==> src/rtl/boot_status_pkg.sv <==
// Shared encodings for the boot/status controller: POR FSM states and LED display modes.
// No latency and no flow control; this package holds types only.
package boot_status_pkg;

  typedef enum logic [1:0] {
    WAIT_LOCK = 2'd0,
    COUNT     = 2'd1,
    RUN       = 2'd2
  } por_state_e;

  typedef enum logic [1:0] {
    LED_HB_EVT = 2'd0,
    LED_EVT    = 2'd1,
    LED_BLINK  = 2'd2,
    LED_OFF    = 2'd3
  } led_mode_e;

endpackage

==> src/rtl/evt_channel.sv <==
// One event channel: 2-flop sync, rising-edge detect, sticky flag and saturating count.
// Sticky/count update 3 clocks after the input rises; there is no backpressure and edges are dropped while hold=1.
module evt_channel #(
  parameter int CNT_W = 8
) (
  input  logic             clk,
  input  logic             rst_n,
  input  logic             evt_async,
  input  logic             clr,
  input  logic             hold,
  output logic             sticky,
  output logic [CNT_W-1:0] cnt
);

  localparam logic [CNT_W-1:0] CNT_MAX = '1;

  // [0],[1] synchronise; [2] is the previous synchronised value
  logic [2:0]       sync_q;
  logic             evt_edge;
  logic             sticky_q;
  logic [CNT_W-1:0] cnt_q;

  assign evt_edge = sync_q[1] & ~sync_q[2] & ~hold;

  always_ff @(posedge clk or negedge rst_n) begin
    if (!rst_n) begin
      sync_q   <= '0;
      sticky_q <= 1'b0;
      cnt_q    <= '0;
    end else begin
      sync_q <= {sync_q[1:0], evt_async};
      // A clear coinciding with an edge restarts the count at one
      if (evt_edge) begin
        sticky_q <= 1'b1;
        if (clr)
          cnt_q <= CNT_W'(1);
        else if (cnt_q != CNT_MAX)
          cnt_q <= cnt_q + CNT_W'(1);
      end else if (clr) begin
        sticky_q <= 1'b0;
        cnt_q    <= '0;
      end
    end
  end

  assign sticky = sticky_q;
  assign cnt    = cnt_q;

endmodule

==> src/rtl/boot_status_ctrl.sv <==
// Board boot/status block: PLL-lock gated POR sequencer, event latches/counters and a registered LED driver.
// sys_rst releases 2^POR_W-1 locked cycles after lock is synchronised; led has one cycle latency; no backpressure.
module boot_status_ctrl
  import boot_status_pkg::*;
#(
  parameter int POR_W   = 20,
  parameter int NUM_EVT = 4,
  parameter int CNT_W   = 8,
  parameter int HB_W    = 30,
  parameter int LED_W   = 8
) (
  input  logic                     clk,
  input  logic                     reset_n,
  input  logic                     pll_locked,
  input  logic [NUM_EVT-1:0]       evt_in,
  input  logic [NUM_EVT-1:0]       evt_clr,
  input  logic [1:0]               led_mode,
  output logic                     sys_rst,
  output logic [NUM_EVT-1:0]       evt_sticky,
  output logic [NUM_EVT*CNT_W-1:0] evt_cnt,
  output logic [LED_W-1:0]         led
);

  localparam logic [POR_W-1:0] POR_MAX = '1;

  // Asserts with reset_n, releases on a clock edge
  logic [1:0] rst_sync_q;
  logic       rst_n;

  always_ff @(posedge clk or negedge reset_n) begin
    if (!reset_n)
      rst_sync_q <= '0;
    else
      rst_sync_q <= {rst_sync_q[0], 1'b1};
  end

  assign rst_n = rst_sync_q[1];

  logic [1:0] lock_sync_q;
  logic       lock_s;

  always_ff @(posedge clk or negedge rst_n) begin
    if (!rst_n)
      lock_sync_q <= '0;
    else
      lock_sync_q <= {lock_sync_q[0], pll_locked};
  end

  assign lock_s = lock_sync_q[1];

  por_state_e       state_q, state_d;
  logic [POR_W-1:0] por_cnt_q, por_cnt_d, por_cnt_inc;
  logic             sys_rst_q;

  assign por_cnt_inc = por_cnt_q + POR_W'(1);

  always_ff @(posedge clk or negedge rst_n) begin
    if (!rst_n) begin
      state_q   <= WAIT_LOCK;
      por_cnt_q <= '0;
      sys_rst_q <= 1'b1;
    end else begin
      state_q   <= state_d;
      por_cnt_q <= por_cnt_d;
      // Leaving RUN asserts sys_rst on the same edge the FSM drops to WAIT_LOCK
      sys_rst_q <= !((state_q == RUN) && lock_s);
    end
  end

  always_comb begin
    state_d   = state_q;
    por_cnt_d = por_cnt_q;
    case (state_q)
      WAIT_LOCK: begin
        por_cnt_d = '0;
        if (lock_s)
          state_d = COUNT;
      end
      COUNT: begin
        if (!lock_s) begin
          state_d   = WAIT_LOCK;
          por_cnt_d = '0;
        end else begin
          por_cnt_d = por_cnt_inc;
          if (por_cnt_inc == POR_MAX)
            state_d = RUN;
        end
      end
      RUN: begin
        if (!lock_s) begin
          state_d   = WAIT_LOCK;
          por_cnt_d = '0;
        end
      end
      default: begin
        state_d   = WAIT_LOCK;
        por_cnt_d = '0;
      end
    endcase
  end

  assign sys_rst = sys_rst_q;

  for (genvar i = 0; i < NUM_EVT; i++) begin : g_evt
    evt_channel #(
      .CNT_W(CNT_W)
    ) u_evt_channel (
      .clk      (clk),
      .rst_n    (rst_n),
      .evt_async(evt_in[i]),
      .clr      (evt_clr[i]),
      .hold     (sys_rst_q),
      .sticky   (evt_sticky[i]),
      .cnt      (evt_cnt[i*CNT_W +: CNT_W])
    );
  end

  logic [HB_W-1:0]  hb_q;
  logic [LED_W-1:0] led_d, led_q;

  always_comb begin
    led_d = '0;
    case (led_mode)
      LED_HB_EVT: led_d = {hb_q[HB_W-1 -: LED_W-NUM_EVT], evt_sticky};
      LED_EVT:    led_d = LED_W'(evt_sticky);
      LED_BLINK:  led_d = {LED_W{hb_q[HB_W-1]}};
      LED_OFF:    led_d = '0;
      default:    led_d = '0;
    endcase
  end

  always_ff @(posedge clk or negedge rst_n) begin
    if (!rst_n) begin
      hb_q  <= '0;
      led_q <= '0;
    end else begin
      hb_q  <= hb_q + HB_W'(1);
      led_q <= led_d;
    end
  end

  assign led = led_q;

endmodule
==> config.mk <==
export PLATFORM = sky130hd
export DESIGN_NAME = boot_status_ctrl
export DESIGN_NICKNAME = d
export VERILOG_FILES = /design/src/rtl/boot_status_pkg.sv /design/src/rtl/evt_channel.sv /design/src/rtl/boot_status_ctrl.sv
export SDC_FILE = /design/constraint.sdc
export NUM_CORES = 1
export LEC_CHECK = 0
export CAP_MARGIN = 20
export CORE_MARGIN = 5
export CORE_UTILIZATION = 60
export CTS_BUF_LIST = sky130_fd_sc_hd__clkbuf_16
export DETAILED_ROUTE_END_ITERATION = 12
export PLACE_DENSITY = 0.92
export SLEW_MARGIN = 0
export SYNTH_ARGS = -nofsm -noshare
export SYNTH_HDL_FRONTEND = slang
export SYNTH_SLANG_ARGS = --single-unit
==> constraint.sdc <==
create_clock -name clk -period 10.4 [get_ports clk]
set_input_delay 2.6 -clock clk [delete_from_list [all_inputs] [get_ports clk]]
set_output_delay 2.6 -clock clk [all_outputs]
set_load 0.02 [all_outputs]
==> flow_metrics.py, run 1 <==
metrics = {
    "synth": {
        "synth_fp_nets": 522,
        "synth_edf_count": 0,
        "synth_warnings": 0,
        "postSynthAreaPerCell_um2": 10.3,
        "ys_types": 50,
        "synth-main-ff-cell": "dfrtp_1",
        "synthCells": 502,
        "synth_seq_cells": 113,
        "async_reset_ff_share_pct": 100,
        "seq_area_frac_synth_pct": 55.0,
        "synth_area_mm2": 0.00515,
    },
    "drt": {
        "antenna_left": 0,
        "num_vias": 4174,
        "firstDrtPassIters": 5,
        "viasPerCell": 6.16,
        "drt-initial-drc-count": 464,
        "wl_per_cell_um": 18.8,
        "drc": 0,
        "postRouteWirelength_um": 12700,
    },
    "worst_setup_path": {
        "path_class": "reg -> out",
        "crit_chain": "clkdlybuf4s50_1",
        "r2r_cells": 7,
        "cpPeakStageDelay_ns": 0.63,
        "crit_cells": 1,
        "cp_top_family": "buffers and inverters",
        "worst_path_max_delay_cell": "clkdlybuf4s50_1",
        "path_buf_inv": 1,
        "worst-path-max-fanout": 5,
        "crit_path_end_kind": "output port",
        "critPathLaunchType": "register",
        "worstPathArrival_ns": 1.59,
        "required_ns": 7.80,
    },
    "placement": {
        "io_buffers": 57,
        "place_hpwl_um": 7660,
        "gp_congestion": 0.873,
    },
    "sta": {
        "holdWs_ns": 0.293,
        "slew_violations": 0,
        "slew_headroom_pct": 38.6,
        "period_share_pct": 40.3,
        "tightest_slew_ns": 0.920,
        "finalSetupTns_ns": 0,
        "setup_viol": 0,
        "finalCriticalPeriod_ns": 4.19,
        "timing.fmax_mhz": 239,
        "finalHoldViolCount": 0,
        "fin_worst_skew_ns": 0.0128,
        "rsz0062_at_grt": "no",
    },
    "clock_network": {
        "post-cts-setup-buffers": 0,
        "cts.sinks": 113,
        "ctsHoldBuffers": 0,
        "clk_latency_ns": 0.41,
        "htreeDepth": 4,
        "clockBufferDepth": 2,
        "cts_root_buffer": "clkbuf_16",
        "cts_resized": 0,
        "cts.clk_slew.worst_paths_ns": 0.06,
        "cts_tree": "built",
        "numCtsBuffers": 17,
    },
    "grt": {
        "grt_max_degree": 76,
        "gr-total-overflow": 0,
        "grt_pass1_vias": 4215,
        "antenna_found_initial": 0,
        "grt_pass1_wl_um": 21200,
        "grt_usage_pct": 26.1,
    },
    "cells_and_area": {
        "nNetsFinal": 580,
        "area_growth_pct": 22.0,
        "insertedDiodeCount": 0,
        "layout-drive-gt1-share_pct": 7.16,
    },
    "die": {
        "die_y_um": 103,
        "rows": 33,
        "coreArea_mm2": 0.00830,
        "dieWidth_um": 103,
        "die_area_mm2": 0.0105,
        "start_util_pct": 62.0,
        "ios": 58,
    },
    "power_and_ir_drop": {
        "peakVddDrop_mv": 0.0973,
        "p_per_area_mw_per_mm2": 157,
        "total_power_w": 0.000987,
        "power.leakage_nw": 2.72,
    },
    "outcome": {
        "status": "finished, final reports clean",
    },
    "min_path": {
        "hp-class": "reg -> async",
    },
    "job": {
        "cap_violations": 0,
    },
}
==> power by group <==
| group | switching [W] | leakage (nW) | total (W) | internal (W) |
|---|---|---|---|---|
| Clock | 0.000198 | 0.263 | 0.000518 | 0.000321 |
| Combinational | 0.0000128 | 0.936 | 0.0000191 | 0.00000623 |
| Sequential | 0.00000524 | 1.52 | 0.000449 | 0.000444 |
| Total | 0.000216 | 2.72 | 0.000987 | 0.000771 |
==> placed cells by master (no fill, tap or decap), drive strengths merged, types with 10 or more instances in the layout <==
cell type,netlist,routed
dfrtp,112,112
clkdlybuf4s50,0,57
nand2,56,56
nor2,45,45
o21ai,44,44
xnor2,27,27
xor2,26,26
nand3,25,25
inv,18,20
nand4,18,18
clkbuf,10,17
and3,14,14
a21oi,12,12
clkinv,1,10
==> through the flow <==
stage	std cells	worst slack (ns)	utilization [%]	cell area, µm²
after floorplan	502	7.02	-	5150
after global placement	646	6.64	69.3	5750
after detailed placement	646	6.62	69.3	5750
after CTS	678	6.20	75.7	6280
after global routing	678	6.17	75.7	6280
final	678	6.21	75.7	6280
==> final cells by class <==
type                    count  area [µm²]
clock buffers              17         425
clock inverters            15         105
fillers                   470        2020
inverters                  19        71.3
multi-input cells         351        2140
flip-flops and latches    113        2830
well taps                 105         131
repair buffers             58         578
==> cell usage after synthesis (7+ instances only) <==
cell,count,area [µm²]
nand2_1,56,210
clkbuf_1,10,37.5
and3_1,13,81.3
nand3_1,24,120
xnor2_1,27,236
nor2_1,45,169
a31oi_1,9,56.3
nor3_1,9,45.0
inv_1,18,67.6
xor2_1,26,228
nand2b_1,9,56.3
nand4_1,17,106
a21oi_1,12,60.1
o21ai_0,44,220
dfrtp_1,112,2800
ha_1,7,87.6
==> final timing paths <==
kind / to / start / slack (ns)
setup reg to reg: state_q[0]$_DFFE_PN0P_ / por_cnt_q[1]$_DFFE_PN0P_ / 7.62
hold / removal: g_evt[0].u_evt_channel.cnt[6]$_DFFE_PN0P_ / rst_sync_q[1]$_DFF_PN0_ / 0.29
min in group clk: rst_sync_q[1]$_DFF_PN0_ / rst_sync_q[0]$_DFF_PN0_ / 0.34
setup / recovery: sys_rst / sys_rst$_DFF_PN1_ / 6.21
max in group asynchronous: rst_sync_q[1]$_DFF_PN0_ / reset_n / 7.91
hold reg to reg: g_evt[0].u_evt_channel.cnt[6]$_DFFE_PN0P_ / rst_sync_q[1]$_DFF_PN0_ / 0.29
==> sequential cells by signal (all words and copies together), names as in the netlist, 2 cells and up <==
name / cells
g_evt.u_evt_channel.cnt: 32
g_evt.u_evt_channel.sticky: 4
g_evt.u_evt_channel.sync_q: 12
hb_q: 30
led: 8
lock_sync_q: 2
por_cnt_q: 20
rst_sync_q: 2
state_q: 2
==> cell families (layout without fill, tap and decap cells) <==
family	after synthesis	in the layout	share of synthesized area [%]
DFF	113	113	55.0
adders and majority gates	7	7	1.70
and+or+nand+nor	202	202	20.3
AOI/OAI and AO/OA	83	83	9.41
xor gates and xnor gates	53	53	9.02
other	1	1	0.0729
buffers and inverters	38	109	3.53
muxes	5	5	0.973
==> per-layer routing <==
layer	track usage, %	vias to the layer above	routed length (µm)
li1	-	1862	-
met1	31.8	2046	4830
met2	45.1	234	6530
met3	7.44	32	1140
met4	7.97	0	240
met5	0	-	0
(Power assumes the default switching activity.)
==> inputs of run 2 (changes only) <==
- CORE_UTILIZATION: 60 -> 56
- PLACE_DENSITY: 0.92 -> 0.88
- clock period: 10.4 -> 4.3 ns (I/O delays scaled with it)
==> flow_metrics.py, run 2 (synthesis results as in run 1) <==
metrics = {
    "min_path": {
        "hp-start": "g_evt[2].u_evt_channel.sync_q[0]$_DFF_PN0_",
        "hp-class": "reg -> reg",
        "holdPathStages": 0,
        "min_to": "g_evt[2].u_evt_channel.sync_q[1]$_DFF_PN0_",
    },
    "power_and_ir_drop": {
        "power.leakage_nw": 2.74,
        "peakVddDrop_mv": 0.260,
        "p_per_area_mw_per_mm2": 391,
    },
    "die": {
        "coreArea_mm2": 0.00911,
        "start_util_pct": 56.5,
        "die_area_mm2": 0.0112,
        "die_y_um": 106,
        "rows": 35,
        "ios": 58,
        "dieWidth_um": 106,
    },
    "drt": {
        "num_vias": 4009,
        "wl_per_cell_um": 16.5,
        "antenna_left": 0,
        "drt-initial-drc-count": 301,
        "postRouteWirelength_um": 11300,
        "firstDrtPassIters": 5,
        "drc": 0,
        "viasPerCell": 5.86,
    },
    "placement": {
        "gp_congestion": 0.923,
        "placed_cell_area_mm2": 0.00576,
        "io_buffers": 57,
        "place_hpwl_um": 7180,
    },
    "worst_setup_path": {
        "worst-path-max-fanout": 5,
        "cpPeakStageDelay_ns": 0.62,
        "path_buf_inv": 1,
        "critPathLaunchType": "register",
        "crit_path_end_kind": "output port",
        "r2r-end": "state_q[0]$_DFFE_PN0P_",
        "worstPathArrival_ns": 1.60,
        "crit_chain": "clkdlybuf4s50_1",
        "path_class": "reg -> out",
        "cp_top_family": "buffers and inverters",
        "required_ns": 3.22,
        "r2r_start": "por_cnt_q[0]$_DFFE_PN0P_",
        "worst_path_max_delay_cell": "clkdlybuf4s50_1",
        "r2r_setup_slack_ns": 1.76,
        "r2r_cells": 7,
    },
    "clock_network": {
        "cts.sinks": 113,
        "post-cts-setup-buffers": 0,
        "cts_root_buffer": "clkbuf_16",
        "htreeDepth": 4,
        "cts.clk_slew.worst_paths_ns": 0.05,
        "clockBufferDepth": 2,
        "cts_resized": 0,
        "ctsHoldBuffers": 0,
        "clk_latency_ns": 0.41,
        "numCtsBuffers": 17,
        "cts_tree": "built",
    },
    "sta": {
        "finalCriticalPeriod_ns": 2.67,
        "slew_violations": 0,
        "period_share_pct": 62.2,
        "timing.fmax_mhz": 374,
        "slew_headroom_pct": 42.4,
        "finalHoldViolCount": 0,
        "fin_worst_skew_ns": 0.00968,
        "finalSetupTns_ns": 0,
        "rsz0062_at_grt": "no",
        "setup_viol": 0,
        "tightest_slew_ns": 0.864,
    },
    "outcome": {
        "status": "finished, final reports clean",
    },
    "grt": {
        "gr-total-overflow": 0,
        "antenna_found_initial": 0,
        "grt_pass1_vias": 4124,
        "grt_max_degree": 72,
        "grt_pass1_wl_um": 19400,
        "grt_usage_pct": 21.3,
    },
    "job": {
        "cap_violations": 0,
    },
    "cells_and_area": {
        "area_growth_pct": 23.0,
        "largest_reg_flops": 32,
        "fillers": 589,
        "layout-drive-gt1-share_pct": 7.68,
        "stdcell_area_mm2": 0.00633,
        "multi_input_area_mm2": 0.00214,
        "final_cell_mix": "111 x dfrtp_1, 57 x clkdlybuf4s50_1, 56 x nand2_1",
        "insertedDiodeCount": 0,
        "final_common_cell": "dfrtp_1",
        "nNetsFinal": 580,
        "area.sequential_mm2": 0.00283,
    },
}
==> run 2: cell count changes in the layout (fill, tap and decap cells not counted), sizes merged <==
cell,change
bufinv,+1
clkinv,-1
==> run 2: worst reg2reg max path: stages (launching register included) <==
cell	delay (ns)
dfrtp_1	0.48
ha_1	0.35
nand4_1	0.27
nor4_2	0.43
nor3b_4	0.32
xnor2_1	0.11
nor4_2	0.27
a41oi_1	0.17
==> run 2: layer usage <==
metal / track usage, % / share of wire (%)
met5: 0 / 0
met3: 5.57 / 6.1
met2: 35.9 / 52
met1: 25.8 / 40
met4: 9.44 / 2.2
==> run 2: how the worst max path moves through the flow <==
stage / start / end / slack, ns / cells after the start
2_1_floorplan: rst_sync_q[1]$_DFF_PN0_ / g_evt[0].u_evt_channel.cnt[0]$_DFFE_PN0P_ / 0.92 / 0
3_3_place_gp: por_cnt_q[0]$_DFFE_PN0P_ / state_q[0]$_DFFE_PN0P_ / 2.00 / 7
3_5_place_dp: por_cnt_q[0]$_DFFE_PN0P_ / state_q[0]$_DFFE_PN0P_ / 1.82 / 7
4_1_cts: sys_rst$_DFF_PN1_ / sys_rst / 1.62 / 1
5_1_grt: por_cnt_q[0]$_DFFE_PN0P_ / state_q[0]$_DFFE_PN0P_ / 1.56 / 7
6_report: sys_rst$_DFF_PN1_ / sys_rst / 1.63 / 1
==> run 2: power breakdown <==
part	switching, W	leakage [nW]	internal (W)	total [W]
registers	0.0000171	1.52	0.00107	0.00109
clock network	0.000499	0.278	0.000845	0.00134
logic	0.0000252	0.936	0.0000151	0.0000403
total	0.000541	2.74	0.00193	0.00248
==> run 2: area by class of cell <==
class / instances / share of cell area (%)
clock buffer: 17 / 6.72
clock inverter: 15 / 2.29
inverter: 19 / 1.13
multi-input combinational: 351 / 33.8
sequential: 113 / 44.8
tap: 111 / 2.19
timing repair buffer: 58 / 9.14
==> run 2: through the flow <==
step                      hold WS, ns  util (%)  setup slack, ns  power, W  std cells
final                           0.350      69.5             1.63   0.00248        684
after CTS                       0.350      69.5             1.62   0.00248        684
after global routing            0.359      69.5             1.56   0.00254        684
after floorplan                 0.331         -            0.921   0.00113        502
after global placement          0.333      63.2             2.00   0.00115        652
after detailed placement        0.336      63.2             1.82   0.00115        652
==> inputs of run 3 (changes only) <==
- clock period: 4.3 -> 2.64 ns (I/O delays scaled with it)
==> flow_metrics.py, run 3 (synthesis results as in run 1) <==
metrics = {
    "sta": {
        "period_share_pct": 86.6,
        "finalCriticalPeriod_ns": 2.29,
        "slew_violations": 0,
        "slew_headroom_pct": 49.0,
        "setup_viol": 0,
        "rsz0062_at_grt": "no",
        "finalSetupTns_ns": 0,
        "timing.fmax_mhz": 437,
        "finalHoldViolCount": 0,
        "tightest_slew_ns": 0.765,
        "holdWs_ns": 0.338,
        "fin_worst_skew_ns": 0.0102,
    },
    "die": {
        "coreArea_mm2": 0.00911,
        "die_y_um": 106,
        "ios": 58,
        "dieWidth_um": 106,
        "die_area_mm2": 0.0112,
        "start_util_pct": 56.5,
        "rows": 35,
    },
    "clock_network": {
        "numCtsBuffers": 17,
        "cts.sinks": 113,
        "cts_root_buffer": "clkbuf_16",
        "post-cts-setup-buffers": 0,
        "cts_tree": "built",
        "clk_latency_ns": 0.41,
        "htreeDepth": 4,
        "cts_resized": 0,
        "cts.clk_slew.worst_paths_ns": 0.06,
        "clockBufferDepth": 2,
        "ctsHoldBuffers": 0,
    },
    "drt": {
        "postRouteWirelength_um": 11300,
        "viasPerCell": 5.83,
        "firstDrtPassIters": 5,
        "drt-initial-drc-count": 156,
        "drc": 0,
        "num_vias": 3996,
        "wl_per_cell_um": 16.5,
        "antenna_left": 0,
    },
    "grt": {
        "grt_pass1_wl_um": 18900,
        "grt_usage_pct": 21.3,
        "antenna_found_initial": 0,
        "grt_max_degree": 59,
        "gr-total-overflow": 0,
        "grt_pass1_vias": 3930,
    },
    "worst_setup_path": {
        "cpPeakStageDelay_ns": 0.47,
        "worstPathArrival_ns": 2.55,
        "path_buf_inv": 0,
        "r2r_setup_slack_ns": 0.35,
        "path_class": "reg -> reg",
        "crit_chain": "ha_1 -> nand4_1 -> nor4_2 -> nor3b_4 -> xnor2_1 -> nor4_2 -> a41oi_1",
        "cpMostUsedCell": "nor4_2",
        "cp_top_family": "simple AND/OR/NAND/NOR gates",
        "critPathLaunchType": "register",
        "required_ns": 2.90,
        "worst_path_max_delay_cell": "dfrtp_1",
        "crit_path_end_kind": "register",
        "worst-path-max-fanout": 9,
    },
    "placement": {
        "placed_cell_area_mm2": 0.00578,
        "dp_cells": 654,
        "gp_congestion": 0.951,
        "place_hpwl_um": 7310,
        "io_buffers": 57,
    },
    "cells_and_area": {
        "largest_reg_flops": 32,
        "fin_cells": 686,
        "fin_util_pct": 69.7,
        "fillers": 589,
        "area_growth_pct": 23.3,
        "layout-drive-gt1-share_pct": 8.17,
        "nNetsFinal": 582,
        "insertedDiodeCount": 0,
        "final_common_cell": "dfrtp_1",
        "stdcell_area_mm2": 0.00635,
        "final_cell_mix": "111 x dfrtp_1, 57 x clkdlybuf4s50_1, 56 x nand2_1",
        "area.sequential_mm2": 0.00283,
        "multi_input_area_mm2": 0.00214,
    },
    "power_and_ir_drop": {
        "power.leakage_nw": 2.74,
        "p_per_area_mw_per_mm2": 627,
        "peakVddDrop_mv": 0.369,
    },
    "min_path": {
        "hp-class": "reg -> reg",
    },
    "outcome": {
        "status": "finished, final reports clean",
    },
    "job": {
        "cap_violations": 0,
    },
}
## run 3: cell types whose count changed in the layout (fill, tap and decap cells not counted)
cell	previous run	this run
buf_12	0	1
inv_1	19	18
bufinv_16	2	1
clkinv_2	4	1
inv_6	1	2
clkinv_4	3	5
buf_4	1	2
clkinvlp_4	3	5
## run 3: worst paths after layout
check	from	cells past startpoint	endpoint
worst max-delay path	por_cnt_q[0]$_DFFE_PN0P_	7	state_q[0]$_DFFE_PN0P_
worst min-delay path	g_evt[2].u_evt_channel.sync_q[0]$_DFF_PN0_	0	g_evt[2].u_evt_channel.sync_q[1]$_DFF_PN0_
worst max register to register	por_cnt_q[0]$_DFFE_PN0P_	7	state_q[0]$_DFFE_PN0P_
worst min register to register	g_evt[2].u_evt_channel.sync_q[0]$_DFF_PN0_	0	g_evt[2].u_evt_channel.sync_q[1]$_DFF_PN0_
max in group asynchronous	rst_sync_q[1]$_DFF_PN0_	1	hb_q[5]$_DFF_PN0_
min in group asynchronous	rst_sync_q[1]$_DFF_PN0_	0	por_cnt_q[14]$_DFFE_PN0P_
## run 3: per-layer routing
metal / track usage (%) / share of wire (%)
met2: 36.2 / 52
met4: 7.59 / 1.6
met1: 25.7 / 41
met3: 6.25 / 6.2
met5: 0 / 0
## run 3: report_power, final
| part | internal [W] | leakage [nW] | switching [W] |
|---|---|---|---|
| logic | 0.0000278 | 0.951 | 0.0000450 |
| registers | 0.00175 | 1.52 | 0.0000253 |
| clock network | 0.00130 | 0.259 | 0.000837 |
## run 3: layout make-up
type	count	area share, %
Sequential cell	113	44.6
Multi-Input combinational cell	351	33.6
Timing Repair Buffer	60	9.54
Clock buffer	17	6.70
Tap cell	111	2.19
Clock inverter	15	2.17
Inverter	19	1.12
## run 3: worst register-to-register path: stages (launching register included)
cell	delay (ns)
dfrtp_1	0.47
ha_1	0.35
nand4_1	0.29
nor4_2	0.27
nor3b_4	0.28
xnor2_1	0.11
nor4_2	0.25
a41oi_1	0.15
## run 3: metrics by stage
| stage | setup WS, ns | power, W |
|---|---|---|
| 2_1_floorplan | 0.516 | 0.00184 |
| 3_3_place_gp | 0.481 | 0.00187 |
| 3_5_place_dp | 0.358 | 0.00188 |
| 4_1_cts | 0.340 | 0.00401 |
| 5_1_grt | 0.116 | 0.00410 |
| 6_report | 0.353 | 0.00398 |
